`src/rtl/m_mad_arbiter_pkg.sv`:
```
// Shared constants and tag type for the multiply-adder arbiter slice.
package m_mad_arbiter_pkg;

    localparam int B_W         = 16;
    localparam int C_W         = 32;
    localparam int Y_W         = 32;
    localparam int MAD_LATENCY = 2;
    localparam int TAG_ID_W    = 3;

    typedef struct packed {
        logic                valid;
        logic [TAG_ID_W-1:0] id;
    } tag_t;

endpackage

```
`src/rtl/m_mad_arbiter_rr_pick.sv`:
```
// Rotate-priority selector: first valid at or after the pointer wins.
module m_rr_pick #(
    parameter int N_REQ = 4,
    parameter int ID_W  = 2
) (
    input  logic [N_REQ-1:0] w_valid,
    input  logic [ID_W-1:0]  w_ptr,
    output logic [N_REQ-1:0] w_grant,
    output logic [ID_W-1:0]  w_id,
    output logic             w_any
);

    logic [ID_W-1:0] idx;

    // Scan from farthest to nearest so the nearest valid overwrites last.
    always_comb begin
        w_grant = '0;
        w_id    = '0;
        w_any   = 1'b0;
        idx     = '0;
        for (int k = N_REQ - 1; k >= 0; k--) begin
            idx = ID_W'((int'(w_ptr) + k) % N_REQ);
            if (w_valid[idx]) begin
                w_any = 1'b1;
                w_id  = idx;
            end
        end
        if (w_any) begin
            w_grant[w_id] = 1'b1;
        end
    end

endmodule

```
`src/rtl/m_multiply_adder.sv`:
```
// Two-stage datapath: registers b/c, then registers y = 3*b + c.
module m_multiply_adder
    import m_mad_arbiter_pkg::*;
(
    input  logic           w_clock,
    input  logic [B_W-1:0] w_b,
    input  logic [C_W-1:0] w_c,
    output logic [Y_W-1:0] r_y
);

    logic [B_W-1:0] b_q;
    logic [C_W-1:0] c_q;
    logic [Y_W-1:0] y_q;
    logic [Y_W-1:0] y_d;
    logic [Y_W-1:0] b_ext;

    always_comb begin
        b_ext = Y_W'(b_q);
        y_d   = (b_ext << 1) + b_ext + Y_W'(c_q);
    end

    always_ff @(posedge w_clock) begin
        b_q <= w_b;
        c_q <= w_c;
        y_q <= y_d;
    end

    assign r_y = y_q;

endmodule

```
`src/rtl/m_mad_arbiter.sv`:
```
// Round-robin sharing of one multiply-adder among N_REQ requesters,
// with an id tag pipeline that tracks the datapath stages.
module m_mad_arbiter
    import m_mad_arbiter_pkg::*;
#(
    parameter int N_REQ = 4,
    parameter int ID_W  = 2
) (
    input  logic                 w_clock,
    input  logic                 w_reset,
    input  logic                 w_enable,
    input  logic [N_REQ-1:0]     w_req_valid,
    input  logic [N_REQ*B_W-1:0] w_req_b,
    input  logic [N_REQ*C_W-1:0] w_req_c,
    output logic [N_REQ-1:0]     w_req_ready,
    output logic                 r_rsp_valid,
    output logic [ID_W-1:0]      r_rsp_id,
    output logic [Y_W-1:0]       w_rsp_y,
    output logic [1:0]           r_inflight
);

    logic [ID_W-1:0]  ptr_q, ptr_d;
    tag_t             s1_q, s1_d;
    tag_t             s2_q, s2_d;
    logic [1:0]       inflight_q, inflight_d;

    logic [N_REQ-1:0] grant;
    logic [ID_W-1:0]  pick_id;
    logic             pick_any;
    logic             accept;
    logic [B_W-1:0]   dp_b;
    logic [C_W-1:0]   dp_c;

    m_rr_pick #(
        .N_REQ (N_REQ),
        .ID_W  (ID_W)
    ) u_pick (
        .w_valid (w_req_valid),
        .w_ptr   (ptr_q),
        .w_grant (grant),
        .w_id    (pick_id),
        .w_any   (pick_any)
    );

    always_comb begin
        w_req_ready = '0;
        accept      = 1'b0;
        dp_b        = '0;
        dp_c        = '0;
        if (w_enable && !w_reset && pick_any) begin
            w_req_ready = grant;
            accept      = 1'b1;
            dp_b        = w_req_b[B_W*pick_id +: B_W];
            dp_c        = w_req_c[C_W*pick_id +: C_W];
        end
        ptr_d = ptr_q;
        if (accept) begin
            ptr_d = ID_W'((int'(pick_id) + 1) % N_REQ);
        end
        s1_d.valid = accept;
        s1_d.id    = accept ? TAG_ID_W'(pick_id) : '0;
        s2_d       = s1_q;
        inflight_d = {1'b0, s1_d.valid} + {1'b0, s2_d.valid};
    end

    always_ff @(posedge w_clock or posedge w_reset) begin
        if (w_reset) begin
            ptr_q      <= '0;
            s1_q       <= '0;
            s2_q       <= '0;
            inflight_q <= '0;
        end else begin
            ptr_q      <= ptr_d;
            s1_q       <= s1_d;
            s2_q       <= s2_d;
            inflight_q <= inflight_d;
        end
    end

    m_multiply_adder u_mad (
        .w_clock (w_clock),
        .w_b     (dp_b),
        .w_c     (dp_c),
        .r_y     (w_rsp_y)
    );

    assign r_rsp_valid = s2_q.valid;
    assign r_rsp_id    = ID_W'(s2_q.id);
    assign r_inflight  = inflight_q;

endmodule

```
`config.mk`:
```
export PLATFORM = sky130hd
export DESIGN_NAME = m_mad_arbiter
export DESIGN_NICKNAME = d
export VERILOG_FILES = /design/src/rtl/m_mad_arbiter_pkg.sv /design/src/rtl/m_mad_arbiter_rr_pick.sv /design/src/rtl/m_multiply_adder.sv /design/src/rtl/m_mad_arbiter.sv
export SDC_FILE = /design/constraint.sdc
export NUM_CORES = 1
export LEC_CHECK = 0
export ABC_CLOCK_PERIOD_IN_PS = 9400
export CAP_MARGIN = 20
export CORE_ASPECT_RATIO = 1.4
export CORE_MARGIN = 4
export CORE_UTILIZATION = 47
export CTS_BUF_LIST = sky130_fd_sc_hd__clkbuf_8
export DETAILED_ROUTE_END_ITERATION = 8
export MAX_ROUTING_LAYER = met4
export PLACE_DENSITY = 0.88
export RECOVER_POWER = 25
export SLEW_MARGIN = 5
export SYNTH_ARGS = -nofsm -noshare
export SYNTH_HDL_FRONTEND = slang
export SYNTH_SLANG_ARGS = --single-unit
```
`constraint.sdc`:
```
create_clock -name w_clock -period 9.4 [get_ports w_clock]
set_input_delay 1.88 -clock w_clock [delete_from_list [all_inputs] [get_ports w_clock]]
set_output_delay 1.88 -clock w_clock [all_outputs]
set_load 0.05 [all_outputs]
```
==> reports/metrics.yaml <==
worst_setup_path:
  worstSetupEndpointType: "output port"
  start_kind: "input port"
  crit_fanout: 99
  worst_ep_required_time_ns: 7.52
  cp.arrival_ns: 5.10
  crit_type: "in -> out"
timing:
  finalCriticalPeriod_ns: 6.98
  clock.fmax_mhz: 143
  hold_viol_final: 0
  clock_skew_ns: 0.00962
  setup_ws_ns: 2.42
  max_slew_margin_pct: 31.5
  setup_tns_ns: 0
  finalCritPeriodShare_pct: 74.3
  drv_slew: 0
  setup-violations-final: 0
  rsz0062_at_grt: "false"
  worstMarginPinSlew_ns: 1.03
synth:
  yosysUniqueCellTypes: 46
  ys_warn_count: 0
  yosysSeqAreaShare_pct: 34.2
  synth-edff-count: 0
  synth.top_cells.by_area: "dfxtp_1, ha_1, nand2_1, a311oi_1, a211oi_1"
  synthesis.nets: 885
  ys_ff_latch: 90
  yosysTopAreaCell: "dfxtp_1"
  synth_cells: 645
  synth.avg_cell_area_um2: 8.40
  synth_top_flop_cell: "dfxtp_1"
  synth_top_cell_area_share_pct: 29.5
  netlist_area_um2: 5420
  synth-async-reset-ratio_pct: 11.1
flow_run:
  cap_violations: 0
cts:
  cts_resized: 0
  cts_setup_buffers: 0
  cts_root_buffer: "clkbuf_8"
  htree_num_levels: 3
  cts.path.max_buffers: 2
  cts.sinks: 90
  cts_tree: "built"
  insertion_delay_ns: 0.36
  clk_pin_slew_worst_paths_ns: 0.09
  hold_buffers: 0
  numCtsBuffers: 9
global_routing:
  overflow: 0
  first_global_vias: 5869
  grt.total_usage_pct: 27.3
  grt_max_degree: 100
  grt_pass1_wl_um: 28300
  antenna_found_initial: 0
layout:
  n_fill_cell: 829
  finish.utilization_pct: 71.9
  syn_to_final_growth_pct: 50.4
  layout-drive-gt1-share_pct: 3.34
  layout.nets: 1104
  mostFrequentLayoutCell: "clkdlybuf4s50_1"
  diodes: 0
  final_cell_mix: "clkdlybuf4s50_1, nand2_1, dfxtp_1"
floorplan:
  initial_utilization_pct: 47.8
  fp.dieArea_um2: 13300
  num_rows: 46
  die_h_um: 135
  fp.dieW_um: 98.8
  core_area_um2: 11300
  io_pins: 240
power:
  ir_worst_vdd_uv: 170
  power.total_w: 0.00162
  leakage_nw: 3.39
  p_per_area_nw_per_um2: 198
placement:
  portBuffers: 239
  place.gp.congestion: 0.932
  place_hpwl_um: 14700
  dp_slack_ns: 2.46
routing:
  drc: 0
  drtIter0Drc: 269
  drtAntennaViolNets: 0
  routedWlPerCell_um: 18.0
  routed_wl_um: 18200
  dr.pass1.iters: 5
  vias_per_cell: 5.63
  vias: 5705
run_status:
  status: "finished clean"
worst_hold_path:
  min-delay-path-class: "reg -> reg"
==> sequential cells by signal (all words and copies together) (netlist names) <==
name	flops
r_inflight	2
s1_q	3
r_rsp_valid	1
u_mad.b_q	16
u_mad.r_y	32
ptr_q	2
r_rsp_id	2
u_mad.c_q	32
==> logic make-up after synthesis <==
group	after synthesis	synth area share, %
buf+inv	52	3.72
xor+xnor	44	7.11
fa+ha+maj	41	9.74
compound gates	184	25.1
flops	90	34.2
simple gates	234	20.2
==> critical path, cell delays in order <==
cell             delay [ns]
clkdlybuf4s50_1        0.56
inv_1                  0.09
a21oi_1                0.16
nor2_1                 0.09
a211oi_4               0.21
buf_4                  0.79
inv_1                  0.22
ha_1                   0.26
and2_1                 0.14
clkdlybuf4s50_1        0.70
==> cells in the mapped netlist (4+ instances only) <==
cell type,n
a211oi_1,54
nor2b_1,6
nor2_1,28
inv_1,16
and3_1,6
nand2_1,117
and2_1,55
xnor2_1,23
dfxtp_1,80
dfrtp_1,10
buf_2,5
ha_1,39
a311oi_1,48
clkbuf_1,28
a21o_1,11
o21a_1,4
a21oi_1,30
nand3_1,10
xor2_1,21
o21ai_0,16
==> path summary, 6_finish.rpt <==
kind / from / to / slack (ns) / cells past startpoint
max reg2reg: u_mad.b_q[0] / u_mad.r_y[30] / 4.99 / 18
min: s1_q[0] / r_rsp_id[0] / 0.36 / 0
min in group asynchronous: w_reset / r_inflight[0] / 1.95 / 2
min reg2reg: s1_q[0] / r_rsp_id[0] / 0.36 / 0
max: w_req_valid[1] / w_req_ready[2] / 2.42 / 10
max in group asynchronous: w_reset / ptr_q[1] / 7.16 / 2
==> metal layers <==
metal	share of wire (%)	GRT usage, %
met1	38	30.0
met2	53	49.9
met3	5.9	4.29
met4	3.0	9.26
met5	0	-
==> where the power goes <==
part           switching [W]  internal, W  total (W)
Sequential         0.0000373     0.000459   0.000496
Clock               0.000145     0.000179   0.000324
Combinational       0.000490     0.000306   0.000796
==> layout make-up <==
type,instances,area (um^2),share of cell area (%)
Clock inverter,7,125,1.53
Tap cell,144,180,2.21
Multi-Input combinational cell,503,3380,41.5
Inverter,17,63.8,0.783
Clock buffer,9,124,1.52
Sequential cell,90,1850,22.7
Timing Repair Buffer,243,2420,29.7
==> metrics by stage <==
| stage | cells | instance area (um^2) | hold slack (ns) |
|---|---|---|---|
| global placement | 997 | 7920 | 0.339 |
| global route | 1013 | 8150 | 0.370 |
| floorplan | 645 | 5420 | 0.331 |
| finish | 1013 | 8150 | 0.362 |
| CTS | 1013 | 8170 | 0.365 |
| detailed placement | 997 | 7920 | 0.337 |
(Power assumes the default switching activity.)
